**config.mk**
```make
export PLATFORM = sky130hd
export DESIGN_NAME = tmds_channel_decoder
export DESIGN_NICKNAME = d
export VERILOG_FILES = /design/src/rtl/tmds_channel_decoder_pkg.sv /design/src/rtl/tmds_symbol_decode.sv /design/src/rtl/tmds_channel_decoder.sv
export SDC_FILE = /design/constraint.sdc
export NUM_CORES = 1
export LEC_CHECK = 0
export ABC_AREA = 1
export CAP_MARGIN = 20
export CORE_MARGIN = 5
export CORE_UTILIZATION = 48
export CTS_CLUSTER_SIZE = 40
export DETAILED_ROUTE_END_ITERATION = 8
export DONT_BUFFER_PORTS = 1
export GPL_TIMING_DRIVEN = 0
export PLACE_DENSITY = 0.66
export SLEW_MARGIN = 20
export SYNTH_ARGS = -nofsm -noshare
export SYNTH_HDL_FRONTEND = slang
export SYNTH_SLANG_ARGS = --single-unit
```
**constraint.sdc**
```tcl
create_clock -name pixelclk -period 4.7 [get_ports pixelclk]
set_input_delay 0.705 -clock pixelclk [delete_from_list [all_inputs] [get_ports pixelclk]]
set_output_delay 0.705 -clock pixelclk [all_outputs]
set_load 0.05 [all_outputs]
```
**src/rtl/tmds_channel_decoder_pkg.sv**
```systemverilog
// Shared TMDS receive definitions: control tokens, FSM states, defaults.
// Token values mirror the transmit-side encoder bit for bit.
package tmds_channel_decoder_pkg;

  localparam int CTRL_RUN_DEF  = 8;
  localparam int BLANK_TMO_DEF = 4096;
  localparam int TMO_W_DEF     = 13;

  localparam logic [3:0] SLIP_LAST = 4'd9;

  localparam logic [9:0] CTRL_TOKEN_00 = 10'b1101010100;
  localparam logic [9:0] CTRL_TOKEN_01 = 10'b0010101011;
  localparam logic [9:0] CTRL_TOKEN_10 = 10'b0101010100;
  localparam logic [9:0] CTRL_TOKEN_11 = 10'b1010101011;

  typedef enum logic {
    SEARCH = 1'b0,
    LOCKED = 1'b1
  } state_t;

endpackage

```
**src/rtl/tmds_symbol_decode.sv**
```systemverilog
// Combinational 10b symbol decode: control token match and 8b data recovery.
// Data path undoes the DC-balance inversion, then the XOR/XNOR chain.
module tmds_symbol_decode
  import tmds_channel_decoder_pkg::*;
(
  input  logic [9:0] w,
  output logic [7:0] q,
  output logic       is_ctrl,
  output logic [1:0] c
);

  logic [7:0] d;

  assign d = w[9] ? ~w[7:0] : w[7:0];

  always_comb begin
    q[0] = d[0];
    for (int i = 1; i < 8; i++) begin
      q[i] = w[8] ? (d[i] ^ d[i-1])
                  : ~(d[i] ^ d[i-1]);
    end
  end

  always_comb begin
    is_ctrl = 1'b1;
    c       = 2'b00;
    unique case (1'b1)
      (w == CTRL_TOKEN_00): c = 2'b00;
      (w == CTRL_TOKEN_01): c = 2'b01;
      (w == CTRL_TOKEN_10): c = 2'b10;
      (w == CTRL_TOKEN_11): c = 2'b11;
      default:              is_ctrl = 1'b0;
    endcase
  end

endmodule

```
**src/rtl/tmds_channel_decoder.sv**
```systemverilog
// One TMDS receive channel: word alignment on control-token runs,
// then registered pixel / control / DE decode.
module tmds_channel_decoder
  import tmds_channel_decoder_pkg::*;
#(
  parameter int CTRL_RUN  = CTRL_RUN_DEF,
  parameter int BLANK_TMO = BLANK_TMO_DEF,
  parameter int TMO_W     = TMO_W_DEF
) (
  input  logic       pixelclk,
  input  logic       Rst_p,
  input  logic [9:0] raw_din,
  output logic       aligned,
  output logic [3:0] slip_pos,
  output logic [7:0] dout,
  output logic       c0,
  output logic       c1,
  output logic       de
);

  localparam int RUN_W =
    (CTRL_RUN > 2) ? $clog2(CTRL_RUN) : 1;
  localparam logic [RUN_W-1:0] RUN_LAST =
    RUN_W'(CTRL_RUN - 1);
  localparam logic [TMO_W-1:0] TMO_LAST =
    TMO_W'(BLANK_TMO - 1);

  logic [19:0]      hist;
  logic [9:0]       w;
  logic [7:0]       q;
  logic             is_ctrl;
  logic [1:0]       c;
  state_t           state;
  logic [RUN_W-1:0] run;
  logic [TMO_W-1:0] tmo;

  // Older word sits in the low half, so offset p picks wire bits p..p+9.
  assign w = 10'(hist >> slip_pos);

  tmds_symbol_decode u_sym (
    .w       (w),
    .q       (q),
    .is_ctrl (is_ctrl),
    .c       (c)
  );

  always_ff @(posedge pixelclk) begin
    if (Rst_p) begin
      hist     <= '0;
      state    <= SEARCH;
      run      <= '0;
      tmo      <= '0;
      slip_pos <= '0;
      aligned  <= 1'b0;
      dout     <= '0;
      de       <= 1'b0;
      c0       <= 1'b0;
      c1       <= 1'b0;
    end else begin
      hist <= {raw_din, hist[19:10]};
      if (state == SEARCH) begin
        if (!is_ctrl) begin
          run      <= '0;
          slip_pos <= (slip_pos == SLIP_LAST)
                      ? 4'd0 : slip_pos + 4'd1;
        end else if (run == RUN_LAST) begin
          state    <= LOCKED;
          aligned  <= 1'b1;
          tmo      <= '0;
          de       <= 1'b0;
          {c1, c0} <= c;
        end else begin
          run <= run + 1'b1;
        end
      end else if (is_ctrl) begin
        tmo      <= '0;
        de       <= 1'b0;
        {c1, c0} <= c;
      end else if (tmo == TMO_LAST) begin
        state   <= SEARCH;
        aligned <= 1'b0;
        run     <= '0;
        de      <= 1'b0;
        dout    <= '0;
      end else begin
        tmo  <= tmo + 1'b1;
        de   <= 1'b1;
        dout <= q;
      end
    end
  end

endmodule

```
Word level (Yosys, flattened, before mapping)
Cells that the tools add are included.
- input bits: 12
- output and inout port bits: 16
- register bits: 53
- reduce and logical (&&, ||, !) cells: 11
- bitwise operators: 17
- muxes and demuxes: 44
- shift operators: 1
- equality and inequality tests: 11
- add/sub/neg operators: 3
- operators with widths (cell ; count):
    two-way mux 13 bit ; 5
    two-way mux 1 bit ; 30
    equality test 10 bit (second input constant) ; 2
    right shift 20 x 4 -> 10 bit ; 1
    two-way mux 8 bit ; 2
    two-way mux 3 bit ; 5
    adder 13 x 1 -> 13 bit (second input constant) ; 1
    equality test 13 x 12 -> 1 bit (second input constant) ; 1
    equality test 10 x 8 -> 1 bit (second input constant) ; 1
    equality test 10 x 9 -> 1 bit (second input constant) ; 1
    inverter 1 bit ; 9
    inverter 8 bit ; 1
    AND reduction 2 bit ; 4
    XOR 1 bit ; 7
    != test 2 bit (second input constant) ; 3
    one-hot mux 2 bit (3 select lines) ; 1
    AND reduction 3 bit ; 2
    nonzero test 2 bit ; 3
    adder 4 x 1 -> 4 bit (second input constant) ; 1
    equality test 4 bit (second input constant) ; 1
    two-way mux 4 bit ; 1
    AND reduction 4 bit ; 1
    OR reduction 4 bit ; 1
    adder 3 x 1 -> 3 bit (second input constant) ; 1
    other kinds (2) ; 2

Depth between registers and ports, before layout
Gate-level depths: netlist (run 1).
- depth after elaboration: 7
- mapped depth: 21
- gate-level depth less buffers: 19

Hierarchy
From an unflattened synthesis (run 1), not the netlist that was laid out.
- cells, all modules: 489
- area total of the unflattened synthesis: 3131.8 um^2
- modules (own cells, without submodules) (module ; cells each ; seq. area each (um^2) ; times used ; area each (um^2)):
    tmds_channel_decoder ; 430 ; 1061.0 ; 1 ; 2829.0
    tmds_symbol_decode ; 59 ; 0.0 ; 1 ; 302.8

Least setup slack after synthesis (run 1)
No wires, ideal clock.
- path kind: reg2reg
- from: reg slip_pos[0]
- to: reg tmo[3]
- cell stages (with the launch flop): 19
- clock period less this slack: 2.815 ns
- setup time: 0.068 ns
- setup slack: 1.885 ns
- arrival: 2.747 ns
- required time: 4.632 ns
- path buffers: 3
- cells stage by stage: dfxtp_1 > inv_2 > buf_6 > buf_2 > nand2_1 > nand3_1 > nand3_1 > nand2_1 > a21oi_1 > ha_1 > nand2_1 > nor2_1 > nand2_8 > nand2_8 > nand2_8 > nand2_4 > buf_12 > nand2_2 > a21oi_2
- cells in the longest elaborated chain, start to end: 6
- elaborated cells between the ends (all ways): 12
- those cells by class: eq/ne: 5; shift: 1; mux: 3; reduce/logical: 3
- RTL lines (element ; RTL line ; RTL):
    start, declared ; tmds_channel_decoder.sv:14 ; output logic [3:0] slip_pos,
    start signal, assigned ; tmds_channel_decoder.sv:64 ; slip_pos <= (slip_pos == SLIP_LAST)
    right shift 20 x 4 -> 10 bit (*) ; tmds_channel_decoder.sv:38 ; assign w = 10'(hist >> slip_pos);
    equality test 10 bit (tied with other cells) ; tmds_symbol_decode.sv:31 ; (w == CTRL_TOKEN_11): c = 2'b11;
    OR reduction 4 bit (no source line) (*) ; n/a ;
    two-way mux 1 bit (*) ; tmds_symbol_decode.sv:27 ; unique case (1'b1)
    != test 2 bit (no source line) (tied with other cells) ; n/a ;
    AND reduction 3 bit (no source line) or two-way mux 13 bit (tied branches) ; n/a ;
    end signal, assigned ; tmds_channel_decoder.sv:86 ; tmo <= tmo + 1'b1;
    end, declared ; tmds_channel_decoder.sv:35 ; logic [TMO_W-1:0] tmo;
Every way passes the cells marked *; elsewhere a longest branch is shown, timed or not.
A chain may end at the register's enable or synchronous reset.

Final worst setup path (run 1)
- from: reg slip_pos[0]
- to: reg c1
- cells in the longest elaborated chain, start to end: 6
- elaborated cells between the ends (all ways): 13
- those cells by class: eq/ne: 4; shift: 1; mux: 6; reduce/logical: 2
- RTL lines (element ; RTL line ; RTL):
    right shift 20 x 4 -> 10 bit (*) ; tmds_channel_decoder.sv:38 ;
    equality test 10 bit (tied with other cells) ; tmds_symbol_decode.sv:31 ;
    one-hot mux 2 bit (3 select lines) ; tmds_symbol_decode.sv:27 ;
    two-way mux 1 bit ; tmds_channel_decoder.sv:66 ; end else if (run == RUN_LAST) begin
    two-way mux 1 bit ; tmds_channel_decoder.sv:62 ; if (!is_ctrl) begin
    two-way mux 1 bit ; tmds_channel_decoder.sv:61 ; if (state == SEARCH) begin
    end signal, assigned ; tmds_channel_decoder.sv:58 ; c1 <= 1'b0;
    end signal, assigned ; tmds_channel_decoder.sv:71 ; {c1, c0} <= c;
    end signal, assigned ; tmds_channel_decoder.sv:78 ; {c1, c0} <= c;
    end, declared ; tmds_channel_decoder.sv:17 ; output logic c1,
Every way passes the cells marked *; elsewhere a longest branch is shown, timed or not. The select of a mux whose other input is x is not followed.

==> out/metrics.cfg, run 1 <==
[setup_path]
reg2reg_slack_ns = 1.44
critPathKind = reg2reg
worstPathMaxFanout = 10
crit_chain = inv_2 -> buf_6 -> buf_2 -> nand2_1 -> nand3_1 -> nand3_1 -> nand2_1 -> a21oi_1 -> ha_1 -> nand2_1 -> nor2_1 -> nand2_8 -> nand2_8 -> nand2_8 -> buf_6 -> nor2_1 -> nor2_1
cp_num_buf_inv = 4
arrival_ns = 3.45
crit_slowest_cell = dfxtp_1
end_kind = flop
worstSetupStartpointType = flop
critPathTopFamily = simple AND/OR/NAND/NOR gates
slowest_delay_ns = 0.77
worstPathRequired_ns = 4.89

[synthesis]
synth-seq-cells = 53
netlist.area_leader.share_pct = 31.6
synth_area_sq_um = 3360
postSynthAreaPerCell_sq_um = 6.69
synth_area_leaders = dfxtp_1 (32%), nand2_1 (15%), nand3_1 (14%)
syn_nets = 525
synthFlopType = dfxtp_1
yosys.area.top_type = dfxtp_1
ys_top_cells_by_count = nand2_1 (135), nand3_1 (91), inv_1 (55), dfxtp_1 (53), nor2_1 (42)
ys_types = 39
synth_edf_count = 0
ys_warn_count = 0
yosysSeqAreaShare_pct = 31.6
ys_async_sr_fraction_pct = 0
synth_most_common_cell = nand2_1
syn_inst = 502

[route]
drtAntennaViolNets = 0
vias = 3225
drt_iter0_drc = 227
dr.pass1.iters = 5
wl_per_cell_um = 13.2
wirelength_um = 8030
via_per_inst = 5.32
drc = 0

[power_and_ir_drop]
max-vdd-ir-drop_v = 0.000126
swShare_pct = 27.9
comb_power_share_pct = 17.6
cellLeakagePower_nw = 1.58
seq_power_share_pct = 47.0
internal-power_w = 0.000731
pwr_density_cell_nw_per_um2 = 281
power_frac_clock_pct = 35.5
p_sw_w = 0.000283

[final_layout]
fillCellCount = 663
instances_no_fill = 606
nets = 532
multi_input_area_sq_um = 1960
syn2layout_area_growth_pct = 7.57
seqCellArea_sq_um = 1060
drive_gt1_share_pct = 10.6
diodes = 0

[clocking]
htree_levels = 2
clk_pin_slew_ns = 0.10
cts_buffers = 5
cts-resized-gates = 0
clock-sinks = 53
cts_tree = yes
clock_path_buffers = 2
clock_latency_ns = 0.30
cts_hold_buf = 0
root_buffer = clkbuf_8
post-cts-setup-buffers = 0

[die]
dieHeight_um = 93.6
initial_core_util_pct = 49.4
core_sq_um = 6790
dieArea_sq_um = 8770
die_x_um = 93.6
io_pins = 28
rows = 30

[sta]
setup_viol = 0
drv_slew = 0
hold_viol = 0
worst_pin_slew_ns = 0.727
setup_tns_ns = 0
min_period_over_period_pct = 69.3
fmax_mhz = 307
clock_skew_ns = 0.00589
post-route-min-period_ns = 3.26
relSlewSlack_pct = 51.5
rsz0062_at_grt = no

[grt]
grt_usage_pct = 18.8
grt_pass1_vias = 3004
grt_overflow_total = 0
grt_pass1_wl_um = 13400
grt_max_degree = 17
antenna_found_initial = 0

[placed_design]
port_buffers = 0
placedCellCount = 598
gp_congestion = 0.914
hpwl_um = 6190

[outcome]
outcome = complete, no violations

[hold_path]
hold_class = reg2reg

[job]
maxCapViolations = 0

## flip-flops by register name, indices dropped and copies added (netlist names)
name and cells:
hist 20, tmo 13, dout 8, slip_pos 4, run 3, aligned 1, c0 1, c1 1
de 1, state 1
## metal layers
layer	routed length, um	global-route usage (%)	vias to the layer above
li1	-	-	1631
met1	3620	25.0	1455
met2	3740	31.4	115
met3	470	2.65	24
met4	192	6.14	0
met5	0	0	-
## final cells by class
type / count / area share [%]
Buffer: 20 / 3.40
Clock buffer: 5 / 1.91
Clock inverter: 3 / 1.80
Inverter: 58 / 6.03
Multi-Input combinational cell: 371 / 54.2
Sequential cell: 53 / 29.4
Tap cell: 96 / 3.33
## worst reg2reg max path: cells and delay by family (launching register included)
family	cells	cell delay, ns
flip-flops	1	0.77
AO/OA/AOI/OAI	1	0.22
buffers and inverters	4	0.66
adder cells (fa/ha/maj)	1	0.19
AND/OR/NAND/NOR	11	1.31
## stage by stage
| stage | hold WS, ns | cell area [sq um] | util, % | power (W) | setup slack (ns) |
|---|---|---|---|---|---|
| after floorplan | 0.416 | 3360 | - | 0.000624 | 1.89 |
| after global placement | 0.441 | 3480 | 51.2 | 0.000662 | 1.50 |
| after detailed placement | 0.441 | 3480 | 51.2 | 0.000663 | 1.49 |
| after CTS | 0.455 | 3610 | 53.1 | 0.00102 | 1.46 |
| after global routing | 0.478 | 3610 | 53.1 | 0.00107 | 1.16 |
| final | 0.455 | 3610 | 53.1 | 0.00101 | 1.44 |
## cell families (layout without fill, tap and decap cells)
| group | after synthesis | in the layout | share of synthesized area [%] |
|---|---|---|---|
| AND/OR/NAND/NOR | 305 | 305 | 43.3 |
| buffers and inverters | 78 | 86 | 10.1 |
| flip-flops | 53 | 53 | 31.6 |
| AO/OA/AOI/OAI | 46 | 46 | 8.46 |
| adder cells (fa/ha/maj) | 11 | 11 | 4.10 |
| XOR/XNOR | 9 | 9 | 2.35 |
## cells in the final DEF, fill, tap and decap left out, types with 5 or more instances in the layout
cell	Yosys	final
ha_1	11	11
nand3_1	91	91
a21oi_2	9	9
nand2_2	10	10
nand2_1	135	135
xor2_1	8	8
clkbuf_1	7	7
dfxtp_1	53	53
o21ai_0	9	9
buf_2	7	7
inv_1	55	55
nand4_1	5	5
clkbuf_8	0	5
nor2_1	42	42
a21oi_1	20	20
## final timing paths
| path | from | endpoint | depth (start not counted) |
|---|---|---|---|
| worst min register to register | hist[19] | hist[9] | 2 |
| worst max-delay path | slip_pos[0] | c1 | 17 |
| worst max register to register | slip_pos[0] | c1 | 17 |
| worst min-delay path | hist[19] | hist[9] | 2 |
## power by group through the flow
stage	Combinational (W)	Clock (W)	Sequential [W]
global route	0.000202	0.000390	0.000478
detailed placement	0.000176	0	0.000487
CTS	0.000177	0.000368	0.000476
floorplan	0.000142	0	0.000483
global placement	0.000175	0	0.000487
finish	0.000178	0.000360	0.000476
(Power assumes the default switching activity.)
==> run 2: changes to the inputs <==
==> constraint.sdc (replaced) <==
create_clock -name pixelclk -period 3.2 [get_ports pixelclk]
set_input_delay 0.48 -clock pixelclk [delete_from_list [all_inputs] [get_ports pixelclk]]
set_output_delay 0.48 -clock pixelclk [all_outputs]
set_load 0.05 [all_outputs]
==> out/metrics.cfg, run 2 (synthesis gave the netlist of run 1 again) <==
[final_layout]
instances_no_fill = 606  ; unchanged
multi_input_area_sq_um = 1960  ; about the same
reg_top3 = hist (20), tmo (13), dout (8)  ; unchanged
fillCellCount = 662  ; was 663
largest_reg_flops = 20  ; unchanged
top_register = hist  ; unchanged
nets = 532  ; unchanged
final_cell_mix = nand2_1 (135), nand3_1 (91), inv_1 (55), dfxtp_1 (49), nor2_1 (41)  ; was nand2_1 (135), nand3_1 (91), inv_1 (55), dfxtp_1 (53), nor2_1 (42)
diodes = 0  ; unchanged
seqCellArea_sq_um = 1070  ; was 1060 sq um
mostFrequentLayoutCell = nand2_1  ; unchanged
drive_gt1_share_pct = 11.6  ; was 10.6%
syn2layout_area_growth_pct = 7.79  ; was 7.57%

[route]
vias = 3200  ; was 3225
via_per_inst = 5.28  ; was 5.32
drc = 0  ; unchanged
wl_per_cell_um = 13.2  ; about the same
wirelength_um = 7980  ; was 8030 um
drtAntennaViolNets = 0  ; unchanged
drt_iter0_drc = 227  ; unchanged
dr.pass1.iters = 5  ; unchanged

[setup_path]
arrival_ns = 3.11  ; was 3.45 ns
crit_chain = buf_2 -> buf_2 -> nand3_1 -> nand3_1 -> nand2_1 -> a21oi_1 -> ha_1 -> nand2_1 -> nor2_2 -> nand2_8 -> nand2_8 -> nand2_8 -> buf_6 -> nor2_1 -> nor2_1  ; was inv_2 -> buf_6 -> buf_2 -> nand2_1 -> nand3_1 -> nand3_1 -> nand2_1 -> a21oi_1 -> ha_1 -> nand2_1 -> nor2_1 -> nand2_8 -> nand2_8 -> nand2_8 -> buf_6 -> nor2_1 -> nor2_1
crit_slowest_cell = dfxtp_2  ; was dfxtp_1
worstSetupStartpointType = flop  ; unchanged
r2r_end = c1  ; unchanged
reg2regPathDepth = 15  ; was 17
slowest_delay_ns = 0.53  ; was 0.77 ns
end_kind = flop  ; unchanged
worstPathMaxFanout = 10  ; unchanged
r2r-start = slip_pos[1]  ; was slip_pos[0]
worstPathRequired_ns = 3.39  ; was 4.89 ns
critPathTopFamily = simple AND/OR/NAND/NOR gates  ; unchanged
critPathKind = reg2reg  ; unchanged
crit_top_cell = nand2_8
reg2reg_slack_ns = 0.28  ; was 1.44 ns
cp_num_buf_inv = 3  ; was 4

[sta]
clock_skew_ns = 0.00641  ; was 0.00589 ns
setup_tns_ns = 0  ; unchanged
hold_viol = 0  ; unchanged
fmax_mhz = 343  ; was 307 MHz
rsz0062_at_grt = no  ; unchanged
worst_pin_slew_ns = 0.620  ; was 0.727 ns
relSlewSlack_pct = 58.7  ; was 51.5%
post-route-min-period_ns = 2.92  ; was 3.26 ns
drv_slew = 0  ; unchanged
setup_viol = 0  ; unchanged
min_period_over_period_pct = 91.1  ; was 69.3%

[job]
maxCapViolations = 0  ; unchanged

[clocking]
root_buffer = clkbuf_8  ; unchanged
clock_path_buffers = 2  ; unchanged
htree_levels = 2  ; unchanged
post-cts-setup-buffers = 0  ; unchanged
cts_tree = yes  ; unchanged
clock-sinks = 53  ; unchanged
cts_buffers = 5  ; unchanged
clk_pin_slew_ns = 0.09  ; was 0.10 ns
clock_latency_ns = 0.30  ; about the same

[power_and_ir_drop]
power_w = 0.00149  ; was 0.00101 W
cellLeakagePower_nw = 1.58  ; about the same
pwr_density_cell_nw_per_um2 = 411  ; was 281 nW/um^2
max-vdd-ir-drop_v = 0.000184  ; was 0.000126 V

[die]
io_pins = 28  ; unchanged
dieArea_sq_um = 8770  ; unchanged
die_x_um = 93.6  ; unchanged
rows = 30  ; unchanged
core_sq_um = 6790  ; unchanged
initial_core_util_pct = 49.4  ; unchanged
dieHeight_um = 93.6  ; unchanged

[grt]
grt_max_degree = 17  ; unchanged
grt_pass1_wl_um = 13400  ; unchanged
grt_overflow_total = 0  ; unchanged
grt_usage_pct = 18.8  ; unchanged
grt.met1_usage_pct = 25.0  ; unchanged
grt_pass1_vias = 3004  ; unchanged
grt_util_met2_pct = 31.4  ; unchanged
antenna_found_initial = 0  ; unchanged
top_usage_layer = met2  ; unchanged
grt_use_met3_pct = 2.65  ; unchanged

[placed_design]
gp_congestion = 0.914  ; unchanged
port_buffers = 0  ; unchanged
placedCellCount = 598  ; unchanged
hpwl_um = 6190  ; unchanged

[hold_path]
hp-start = raw_din[3]  ; was hist[19]
whs_path_depth = 2  ; unchanged
min_to = hist[13]  ; was hist[9]
hold_class = in2reg  ; was reg2reg

[outcome]
outcome = complete, no violations  ; unchanged

run 2: how the worst max path moves through the flow:
| stage | start | end | slack [ns] | cells after the start |
|---|---|---|---|---|
| after CTS | slip_pos[1] | c1 | 0.006 | 15 |
| after detailed placement | slip_pos[0] | c1 | -0.01 | 17 |
| after floorplan | slip_pos[0] | tmo[3] | 0.39 | 18 |
| after global placement | slip_pos[0] | c1 | -0.002 | 17 |
| after global routing | slip_pos[1] | tmo[7] | 0.01 | 16 |
| final | slip_pos[1] | c1 | 0.28 | 15 |
run 2: per-layer routing:
layer	wire length (um)	part of all wire, %
met1	3610	45
met4	166	2.1
met2	3750	47
met5	0	0
met3	448	5.6
run 2: worst register-to-register path: cells and delay by family, from the launching register on:
family	cells	cell delay (ns)
flops	1	0.53
buf+inv	3	0.70
simple gates	10	1.16
fa+ha+maj	1	0.19
compound gates	1	0.23
run 2: repair_timing:
item	in CTS	in global routing
resized for setup	1	4
hold buffers	0	0
endpoints found under the setup margin	9	33
run 2: cell type report:
type	instances	area share (%)
inverter	58	6.02
tap	96	3.32
buffer	20	3.39
multi-input combinational	371	54.1
clock inverter	3	1.80
sequential	53	29.5
clock buffer	5	1.90
run 2: stage by stage:
stage | worst slack (ns) | hold slack [ns] | utilization, % | cell area, sq um
2_1_floorplan | 0.385 | 0.416 | - | 3360
4_1_cts | 0.00616 | 0.262 | 53.2 | 3610
3_5_place_dp | -0.0128 | 0.441 | 51.2 | 3480
6_report | 0.285 | 0.274 | 53.3 | 3620
5_1_grt | 0.0130 | 0.258 | 53.3 | 3620
3_3_place_gp | -0.00246 | 0.441 | 51.2 | 3480
run 2: power breakdown:
part           internal, W  switching (W)
Combinational    0.0000893       0.000172
Sequential        0.000675      0.0000258
Clock             0.000311       0.000215
==> run 3: changes to the inputs <==
--- a/config.mk
+++ b/config.mk
@@ -13,6 +13,7 @@
 export DETAILED_ROUTE_END_ITERATION = 8
 export DONT_BUFFER_PORTS = 1
 export GPL_TIMING_DRIVEN = 0
+export MAX_ROUTING_LAYER = met4
 export PLACE_DENSITY = 0.66
 export SLEW_MARGIN = 20
 export SYNTH_ARGS = -nofsm -noshare
==> out/metrics.cfg, run 3 (synthesis gave the netlist of run 1 again) <==
[sta]
clock_skew_ns = 0.00878  ; was 0.00641 ns
worst_pin_slew_ns = 0.588  ; was 0.620 ns
post-route-min-period_ns = 2.96  ; was 2.92 ns
setup_tns_ns = 0  ; unchanged
min_period_over_period_pct = 92.4  ; was 91.1%
worst_hold_slack_ns = 0.257  ; was 0.274 ns
rsz0062_at_grt = no  ; unchanged
relSlewSlack_pct = 60.8  ; was 58.7%
setup_viol = 0  ; unchanged
fmax_mhz = 338  ; was 343 MHz
hold_viol = 0  ; unchanged
drv_slew = 0  ; unchanged

[grt]
grt_usage_pct = 20.8  ; was 18.8%
grt_pass1_vias = 3043  ; was 3004
grt_overflow_total = 0  ; unchanged
grt.met1_usage_pct = 27.2  ; was 25.0%
grt_max_degree = 18  ; was 17
grt_util_met2_pct = 33.4  ; was 31.4%
antenna_found_initial = 0  ; unchanged
top_usage_layer = met2  ; unchanged
grt_use_met3_pct = 3.78  ; was 2.65%
grt_pass1_wl_um = 14300  ; was 13400 um

[final_layout]
largest_reg_flops = 20  ; unchanged
fillCellCount = 684  ; was 662
reg_top3 = hist (20), tmo (13), dout (8)  ; unchanged
top_register = hist  ; unchanged
instances_no_fill = 606  ; unchanged
syn2layout_area_growth_pct = 7.98  ; was 7.79%
diodes = 0  ; unchanged
drive_gt1_share_pct = 11.4  ; was 11.6%
nets = 532  ; unchanged
seqCellArea_sq_um = 1070  ; about the same
mostFrequentLayoutCell = nand2_1  ; unchanged
multi_input_area_sq_um = 1960  ; about the same
final_cell_mix = nand2_1 (135), nand3_1 (91), inv_1 (55), dfxtp_1 (49), nor2_1 (42)  ; was nand2_1 (135), nand3_1 (91), inv_1 (55), dfxtp_1 (49), nor2_1 (41)

[setup_path]
worstSetupStartpointType = flop  ; unchanged
worstPathRequired_ns = 3.40  ; was 3.39 ns
critPathKind = reg2reg  ; unchanged
reg2regPathDepth = 15  ; unchanged
endpoint = c1  ; unchanged
arrival_ns = 3.16  ; was 3.11 ns
r2r_end = c1  ; unchanged
reg2reg_slack_ns = 0.24  ; was 0.28 ns
r2r-start = slip_pos[1]  ; unchanged
worstPathMaxFanout = 10  ; unchanged
end_kind = flop  ; unchanged
startpoint = slip_pos[1]  ; unchanged

[job]
maxCapViolations = 0  ; unchanged

[route]
drt_iter0_drc = 251  ; was 227
dr.pass1.iters = 6  ; was 5
vias = 3241  ; was 3200
wirelength_um = 8520  ; was 7980 um
drtAntennaViolNets = 0  ; unchanged
via_per_inst = 5.35  ; was 5.28
drc = 0  ; unchanged
wl_per_cell_um = 14.1  ; was 13.2 um

[die]
dieArea_sq_um = 8770  ; unchanged
core_sq_um = 6790  ; unchanged
rows = 30  ; unchanged
initial_core_util_pct = 49.4  ; unchanged
die_x_um = 93.6  ; unchanged
dieHeight_um = 93.6  ; unchanged
io_pins = 28  ; unchanged

[clocking]
htree_levels = 2  ; unchanged
clock_path_buffers = 2  ; unchanged
cts_hold_buf = 0  ; unchanged
clock_latency_ns = 0.31  ; was 0.30 ns
cts_buffers = 5  ; unchanged
root_buffer = clkbuf_8  ; unchanged
clock-sinks = 53  ; unchanged
post-cts-setup-buffers = 0  ; unchanged
clk_pin_slew_ns = 0.10  ; was 0.09 ns
cts_tree = yes  ; unchanged

[hold_path]
whs_path_depth = 2  ; unchanged
hp-start = raw_din[3]  ; unchanged
hold_class = in2reg  ; unchanged

[power_and_ir_drop]
power_w = 0.00151  ; was 0.00149 W
max-vdd-ir-drop_v = 0.000229  ; was 0.000184 V
cellLeakagePower_nw = 1.58  ; about the same
pwr_density_cell_nw_per_um2 = 417  ; was 411 nW/um^2

[placed_design]
gp_congestion = 0.931  ; was 0.914
placedCellCount = 598  ; unchanged
hpwl_um = 6460  ; was 6190 um
port_buffers = 0  ; unchanged

[outcome]
outcome = complete, no violations  ; unchanged

==> run 3: worst max-delay path, cell delays in order (launching register included) <==
cell,delay [ns]
dfxtp_4,0.48
buf_2,0.27
buf_2,0.27
nand3_1,0.15
nand3_1,0.11
nand2_1,0.09
a21oi_1,0.23
ha_1,0.19
nand2_1,0.05
nor2_1,0.27
nand2_8,0.13
nand2_8,0.12
nand2_8,0.09
buf_6,0.15
nor2_1,0.16
nor2_1,0.07
==> run 3: repair_timing <==
item | in CTS | in global routing
endpoints found under the setup margin | 11 | 32
pin swaps | 0 | 0
resized for setup | 2 | 4
==> run 3: cell type report <==
type / count / area share [%]
multi-input combinational: 371 / 54.0
clock inverter: 3 / 1.90
inverter: 58 / 6.01
buffer: 20 / 3.38
sequential: 53 / 29.5
clock buffer: 5 / 1.90
tap: 96 / 3.31
==> run 3: how the worst min path moves through the flow <==
stage	to	slack, ns
after floorplan	hist[0]	0.42
after global placement	run[2]	0.44
after detailed placement	run[2]	0.44
after CTS	hist[13]	0.25
after global routing	hist[15]	0.25
final	hist[13]	0.26
==> run 3: metrics by stage <==
step           utilization [%]  cell area [sq um]  worst slack [ns]
6_report                  53.4               3620             0.243
5_1_grt                   53.4               3620            0.0444
4_1_cts                   53.2               3620            0.0612
3_5_place_dp              51.2               3480           -0.0283
3_3_place_gp              51.2               3480           -0.0254
2_1_floorplan                -               3360             0.385
==> run 3: routing by layer <==
layer,wire length [um],part of all wire (%),vias to the layer above
met1,3990,47,1492
met4,114,1.3,0
met2,3910,46,95
met3,506,5.9,15
met5,0,0,-
li1,-,-,1639
==> run 3: power by group <==
| part | total, W | internal [W] | switching [W] |
|---|---|---|---|
| clock | 0.000542 | 0.000315 | 0.000227 |
| combinational | 0.000267 | 0.0000890 | 0.000178 |
| sequential | 0.000703 | 0.000674 | 0.0000287 |
| total | 0.00151 | 0.00108 | 0.000433 |
